**src/rtl/joypad_port_ctrl_pkg.sv**
```systemverilog
`default_nettype none
// ============================================================================
// Module      : joypad_pkg
// Description : Shared button indices and helpers for the joypad port block.
// Revision    : 1.0 - initial release
// ============================================================================
package joypad_pkg;

    localparam int BTN_BITS   = 8;

    localparam int BTN_A      = 0;
    localparam int BTN_B      = 1;
    localparam int BTN_SELECT = 2;
    localparam int BTN_START  = 3;
    localparam int BTN_UP     = 4;
    localparam int BTN_DOWN   = 5;
    localparam int BTN_LEFT   = 6;
    localparam int BTN_RIGHT  = 7;

    // Cycles per autofire half-period; 0 means autofire is disabled.
    function automatic int autofire_div(input int clk_hz, input int hz);
        if (hz == 0) begin
            return 0;
        end
        return clk_hz / (2 * hz);
    endfunction

endpackage
`default_nettype wire

```
**src/rtl/joypad_port_ctrl_shift_port.sv**
```systemverilog
`default_nettype none
// ============================================================================
// Module      : joypad_shift_port
// Description : One NES controller serial port: strobe load, falling-edge shift.
// Revision    : 1.0 - initial release
// ============================================================================
module joypad_shift_port
    import joypad_pkg::*;
#(
    parameter logic C_FILL_BIT = 1'b1
) (
    input  logic                clk,
    input  logic                reset_n,
    input  logic                i_strobe,
    input  logic                i_clock,
    input  logic [BTN_BITS-1:0] i_load,
    output logic                o_data
);

    logic [BTN_BITS-1:0] r_sr;
    logic                r_clock_prev;
    logic                w_fall;

    assign w_fall = r_clock_prev & ~i_clock;

    // History always tracks the port clock so a strobe-masked edge is not replayed.
    always_ff @(posedge clk or negedge reset_n) begin
        if (!reset_n) begin
            r_sr         <= '0;
            r_clock_prev <= 1'b0;
        end else begin
            r_clock_prev <= i_clock;
            if (i_strobe) begin
                r_sr <= i_load;
            end else if (w_fall) begin
                r_sr <= {C_FILL_BIT, r_sr[BTN_BITS-1:1]};
            end
        end
    end

    assign o_data = r_sr[0];

endmodule
`default_nettype wire

```
**src/rtl/joypad_port_ctrl.sv**
```systemverilog
`default_nettype none
// ============================================================================
// Module      : joypad_port_ctrl
// Description : Multi-player NES joypad emulator with autofire, serial ports
//               and a debounced change-IRQ snapshot for the OSD.
// Revision    : 1.0 - initial release
// ============================================================================
module joypad_port_ctrl
    import joypad_pkg::*;
#(
    parameter int   C_PLAYERS       = 2,
    parameter int   C_CLK_HZ        = 21477272,
    parameter int   C_AUTOFIRE_HZ   = 10,
    parameter int   C_DEBOUNCE_BITS = 20,
    parameter logic C_FILL_BIT      = 1'b1
) (
    input  logic                          clk,
    input  logic                          reset_n,
    input  logic [C_PLAYERS*BTN_BITS-1:0] i_btn,
    input  logic [C_PLAYERS*BTN_BITS-1:0] i_autofire_mask,
    input  logic                          i_strobe,
    input  logic [C_PLAYERS-1:0]          i_clock,
    output logic [C_PLAYERS-1:0]          o_data,
    output logic [C_PLAYERS*BTN_BITS-1:0] o_btn_state,
    output logic                          o_irq,
    input  logic                          i_irq_ack
);

    localparam int NB     = C_PLAYERS * BTN_BITS;
    localparam int AF_DIV = autofire_div(C_CLK_HZ, C_AUTOFIRE_HZ);
    localparam int AF_W   = (AF_DIV > 1) ? $clog2(AF_DIV) : 1;
    localparam logic [AF_W-1:0] C_AF_LAST = AF_W'((AF_DIV > 0) ? AF_DIV - 1 : 0);
    localparam int DB_MSB = C_DEBOUNCE_BITS - 1;

    logic [NB-1:0]              r_sync1;
    logic [NB-1:0]              r_sync2;
    logic [AF_W-1:0]            r_af_cnt;
    logic                       r_af_phase;
    logic [NB-1:0]              w_eff_btn;
    logic [C_DEBOUNCE_BITS-1:0] r_db_cnt;
    logic [NB-1:0]              r_btn_state;
    logic                       r_irq;
    logic                       w_change;

    always_ff @(posedge clk or negedge reset_n) begin
        if (!reset_n) begin
            r_sync1 <= '0;
            r_sync2 <= '0;
        end else begin
            r_sync1 <= i_btn;
            r_sync2 <= r_sync1;
        end
    end

    // Phase stays high when autofire is disabled so masked buttons pass through.
    always_ff @(posedge clk or negedge reset_n) begin
        if (!reset_n) begin
            r_af_cnt   <= '0;
            r_af_phase <= 1'b1;
        end else if (AF_DIV == 0) begin
            r_af_cnt   <= '0;
            r_af_phase <= 1'b1;
        end else if (r_af_cnt == C_AF_LAST) begin
            r_af_cnt   <= '0;
            r_af_phase <= ~r_af_phase;
        end else begin
            r_af_cnt   <= r_af_cnt + AF_W'(1);
        end
    end

    assign w_eff_btn = r_sync2 & (~i_autofire_mask | {NB{r_af_phase}});

    for (genvar p = 0; p < C_PLAYERS; p++) begin : g_port
        joypad_shift_port #(
            .C_FILL_BIT (C_FILL_BIT)
        ) u_port (
            .clk      (clk),
            .reset_n  (reset_n),
            .i_strobe (i_strobe),
            .i_clock  (i_clock[p]),
            .i_load   (w_eff_btn[p*BTN_BITS +: BTN_BITS]),
            .o_data   (o_data[p])
        );
    end

    assign w_change = (r_sync2 != r_btn_state) && r_db_cnt[DB_MSB] && !r_irq;

    // A pending difference is re-evaluated every cycle, so the newest value is taken after ack.
    always_ff @(posedge clk or negedge reset_n) begin
        if (!reset_n) begin
            r_db_cnt    <= '0;
            r_btn_state <= '0;
            r_irq       <= 1'b0;
        end else begin
            if (!r_db_cnt[DB_MSB]) begin
                r_db_cnt <= r_db_cnt + C_DEBOUNCE_BITS'(1);
            end
            if (i_irq_ack) begin
                r_irq <= 1'b0;
            end else if (w_change) begin
                r_btn_state <= r_sync2;
                r_irq       <= 1'b1;
                r_db_cnt    <= '0;
            end
        end
    end

    assign o_btn_state = r_btn_state;
    assign o_irq       = r_irq;

endmodule
`default_nettype wire

```
**config.mk**
```make
export PLATFORM = sky130hd
export DESIGN_NAME = joypad_port_ctrl
export DESIGN_NICKNAME = d
export VERILOG_FILES = /design/src/rtl/joypad_port_ctrl_pkg.sv /design/src/rtl/joypad_port_ctrl_shift_port.sv /design/src/rtl/joypad_port_ctrl.sv
export SDC_FILE = /design/constraint.sdc
export NUM_CORES = 1
export LEC_CHECK = 0
export CAP_MARGIN = 20
export CORE_MARGIN = 4
export CORE_UTILIZATION = 58
export CTS_BUF_LIST = sky130_fd_sc_hd__clkbuf_8
export CTS_CLUSTER_SIZE = 25
export DETAILED_ROUTE_END_ITERATION = 6
export HOLD_SLACK_MARGIN = 0.02
export PLACE_DENSITY = 0.95
export SETUP_SLACK_MARGIN = 0.5
export SYNTH_ARGS = -nofsm -noshare
export SYNTH_HDL_FRONTEND = slang
export SYNTH_HIERARCHICAL = 1
export SYNTH_SLANG_ARGS = --single-unit
export TNS_END_PERCENT = 50
```
**constraint.sdc**
```tcl
create_clock -name clk -period 3.3 [get_ports clk]
set_clock_uncertainty 0.1 [all_clocks]
set_input_delay 0.33 -clock clk [delete_from_list [all_inputs] [get_ports clk]]
set_output_delay 0.33 -clock clk [all_outputs]
set_load 0.01 [all_outputs]
```
==> implementation parameters <==
Parameter                              Value

Run status
  Outcome    complete, no violations

STA
  RSZ-0062 raised after global routing    no
  Highest Clock Rate    0.3820 GHz
  Number of failing setup endpoints in the final timing report    0
  Slew HR    56.03%
  Final worst path period share    79.33%
  Tmin final    2.618 ns
  Hold violation count in the final report    0
  Max Transition Viols Final    0
  Setup TNS Final    0 ns
  Slew @ Worst Pin    0.6545 ns

Yosys
  Top area cells in the synthesized netlist    sky130_fd_sc_hd__dfrtp_1 58%, sky130_fd_sc_hd__xor2_1 6.2%, sky130_fd_sc_hd__mux2_4 4.2%
  Post-synthesis adder-cell area fraction    0.7996%
  Mean instance size in the synthesized netlist    12.39 sq um
  Post-synthesis mux area share    4.877%
  Proportion of synthesized flip-flops having asynchronous set or reset    100.0%
  Sequential fraction of the synthesis area    58.13%
  Post-Synth Simple-Gate Area    17.11%
  Main combinational cell family by area after synthesis    simple AND/OR/NAND/NOR gates
  Synth Instances    379
  FF+latch count, synth    109
  Main synth FF type    sky130_fd_sc_hd__dfrtp_1
  Count of yosys warnings during synthesis    6
  Mapped Area    0.004695 sq mm
  Area share of the leading cell type in the synthesized netlist    57.57%
  Number of synthesized flops with an enable pin    0
  Xor/xnor share of the synthesized area    9.328%
  Net count of the mapped netlist    420
  Compound-gate portion of the synthesized area    6.956%
  Number of distinct library cells after synthesis    36
  Dominant cell type by area after synthesis    sky130_fd_sc_hd__dfrtp_1

Flow run
  Max-cap violations    0

Floorplanning
  Number of primary I/O pins    57
  Initial core utilization    60.13%
  Area of the placeable core    0.007807 sq mm
  Height of the die    97.97 microns
  Placement row count    32
  Die Area    0.009597 sq mm
  Die Span X    97.97 microns

Global route
  Remaining global-route overflow    0
  First-pass GRT wire length    16330 microns
  Initial antenna violation count    0
  Overall routing resource usage    21.30%
  Pin count of the biggest net entering global routing    110
  Vias in the first global route    3276

Power and ir drop
  Maximum vdd drop    0.2445 mV
  Power Density    542.1 mW/mm^2
  Leakage power total    2.415 nW

Layout
  Area grow syn2layout    18.12%
  Antenna Cells    0
  Number of nets in the layout    477
  Share of cells above drive strength 1    8.844%
  Final Instance Count excl. Fillers    543

Drt
  Number of vias after detailed routing    3169
  Remaining routing DRC violations    0
  Via density per instance    5.836
  DRC violation total after the first TritonRoute iteration    249
  Total wire length    9834 microns
  Wire length per cell    18.11 microns
  Antenna violation net count after detailed routing    0
  Detailed-router iteration count before antenna repair    5

Worst setup path
  WS Path Type    flip-flop to flip-flop
  Peak fanout along the critical path    18
  Critical Path End Type    flip-flop
  Critical path, cell by cell    xor2_1, nor4_1, nand4_1, and3_2, buf_4, mux2_4
  Slowest Stage Delay on Critical Path    0.46 ns
  Signal arrival time at the worst endpoint    2.77 ns
  Internal reg-to-reg setup slack    0.68 ns
  Launching element type of the critical path    flip-flop
  Slowest cell on crit path    sky130_fd_sc_hd__nor4_1
  Required time at the endpoint of the critical path    3.45 ns
  Worst-case reg-to-reg path depth    6

Clock network
  TritonCTS clock tree    done
  Clock transition at path regs    0.11 ns
  Post-CTS setup-driven buffer insertion count    0
  Number of clock buffers inserted by TritonCTS    9
  Clock insertion delay at the later pin of the skew report    0.37 ns
  Root Driver    sky130_fd_sc_hd__clkbuf_8
  Deepest level of the CTS H-tree    3
  # clock sinks    109
  Maximum buffer depth of the clock tree    2

Worst hold path
  Hold Path Stages    0
  Hold crit path type    flip-flop to flip-flop

Placed design
  Number of cells after detailed placement    526
  Post-DP HPWL    6606 microns
  Count of buffers inserted at the top-level ports    56
  Gp weighted congestion    0.8042
## synthesized netlist by cell type, types with 2 or more instances
library cell and instances:
sky130_fd_sc_hd__dfrtp_1 108, sky130_fd_sc_hd__nor2_1 34, sky130_fd_sc_hd__xor2_1 33, sky130_fd_sc_hd__nor2b_1 17, sky130_fd_sc_hd__xnor2_1 17, sky130_fd_sc_hd__a21boi_0 16, sky130_fd_sc_hd__nand2_1 16, sky130_fd_sc_hd__a221o_1 14
sky130_fd_sc_hd__nor4bb_1 14, sky130_fd_sc_hd__mux2_4 13, sky130_fd_sc_hd__nand3_1 13, sky130_fd_sc_hd__nand4_1 10, sky130_fd_sc_hd__and3_1 8, sky130_fd_sc_hd__nor4_1 7, sky130_fd_sc_hd__a21oi_1 5, sky130_fd_sc_hd__buf_2 5
sky130_fd_sc_hd__buf_6 5, sky130_fd_sc_hd__inv_1 5, sky130_fd_sc_hd__nor3_1 5, sky130_fd_sc_hd__o21ai_0 5, sky130_fd_sc_hd__and4_1 4, sky130_fd_sc_hd__clkbuf_1 3, sky130_fd_sc_hd__ha_1 3, sky130_fd_sc_hd__mux2_2 3
sky130_fd_sc_hd__and2_1 2, sky130_fd_sc_hd__nand2b_1 2, sky130_fd_sc_hd__nand4b_1 2, sky130_fd_sc_hd__nor3b_1 2
## per-layer routing
layer	global-route usage, %	up-vias	wire, microns
met4	5.218	0	167
met5	0	-	0
met3	5.286	23	498
li1	-	1449	-
met2	36.91	108	5176
met1	26.97	1589	3992
## per-stage QoR
stage	power (mW)	worst slack, ns	util, %	hold WS [ns]	cell area, sq um
3_5_place_dp	2.117	0.6230	67.92	0.2347	5303
5_1_grt	3.153	0.5346	71.03	0.2634	5545
6_report	3.006	0.6822	71.03	0.2535	5545
2_1_floorplan	1.883	1.365	-	-0.06559	4695
3_3_place_gp	2.083	0.7217	67.92	0.2330	5303
4_1_cts	3.028	0.5660	71.01	0.2579	5544
## final cells by class
cell class | count | area, sq um
clock inverters | 6 | 93.84
multi-input cells | 251 | 1836
clock buffers | 10 | 137.6
fillers | 505 | 2262
repair buffers | 60 | 603.1
flip-flops and latches | 109 | 2729
well taps | 102 | 127.6
inverters | 5 | 18.77
## registers in the layout, summed over array words and instances, names as in the netlist
name	flops
r_sync2	16
o_irq	1
r_af_cnt	21
g_port.u_port/r_sr	16
o_btn_state	16
r_af_phase	1
g_port.u_port/r_clock_prev	2
r_db_cnt	20
r_sync1	16
## power breakdown
group          leakage, nW  switching (mW)  internal [mW]
sequential            1.35           0.145           1.48
clock                0.113           0.447          0.454
combinational        0.950           0.204          0.275
total                 2.42           0.797           2.21
## cell usage in the layout, fill, tap and decap left out, types with 3 or more instances in the layout
cell type	synthesis	final
sky130_fd_sc_hd__nor2_1	34	34
sky130_fd_sc_hd__mux2_4	13	13
sky130_fd_sc_hd__nand2_1	16	16
sky130_fd_sc_hd__nor3_1	5	5
sky130_fd_sc_hd__a21boi_0	16	16
sky130_fd_sc_hd__clkbuf_8	0	10
sky130_fd_sc_hd__mux2_2	3	3
sky130_fd_sc_hd__ha_1	3	3
sky130_fd_sc_hd__nor4_1	7	7
sky130_fd_sc_hd__and4_1	4	4
sky130_fd_sc_hd__nand3_1	13	13
sky130_fd_sc_hd__o21ai_0	5	5
sky130_fd_sc_hd__nand4_1	10	10
sky130_fd_sc_hd__xnor2_1	17	17
sky130_fd_sc_hd__buf_4	0	3
sky130_fd_sc_hd__dfrtp_1	108	108
sky130_fd_sc_hd__clkdlybuf4s50_1	0	55
sky130_fd_sc_hd__xor2_1	33	33
sky130_fd_sc_hd__nor4bb_1	14	14
sky130_fd_sc_hd__a221o_1	14	14
sky130_fd_sc_hd__nor2b_1	17	17
sky130_fd_sc_hd__inv_1	5	5
sky130_fd_sc_hd__and3_1	8	7
sky130_fd_sc_hd__a21oi_1	5	5
## final timing paths
path,startpoint,end
max reg2reg,r_sync2[14],o_btn_state[2]
min,r_sync1[2],r_sync2[2]
max in group asynchronous,reset_n,r_af_phase
min reg2reg,r_sync1[2],r_sync2[2]
max,r_sync2[14],o_btn_state[2]
min in group asynchronous,reset_n,g_port[0].u_port/r_sr[5]
## critical path, delay by kind of cell (launching register included)
family                 cells  cell delay (ns)
XOR/XNOR                   1             0.18
buffers and inverters      1             0.28
flip-flops                 1             0.44
multiplexers               1             0.31
AND/OR/NAND/NOR            3             1.20
## kinds of logic (layout without fill, tap and decap cells)
family,count (synthesis),in the layout
AOI/OAI and AO/OA,42,42
xor gates and xnor gates,50,50
adders and majority gates,3,3
buffers and inverters,19,81
DFF,109,109
muxes,16,16
and+or+nand+nor,140,140
## timing repair
action	4_1_cts	5_1_grt
endpoints found under the setup margin	0	4
hold endpoints to repair	108	0
hold buffers	1	0
gates resized for setup	0	1
No activity file was read; power rests on OpenSTA's default activity.
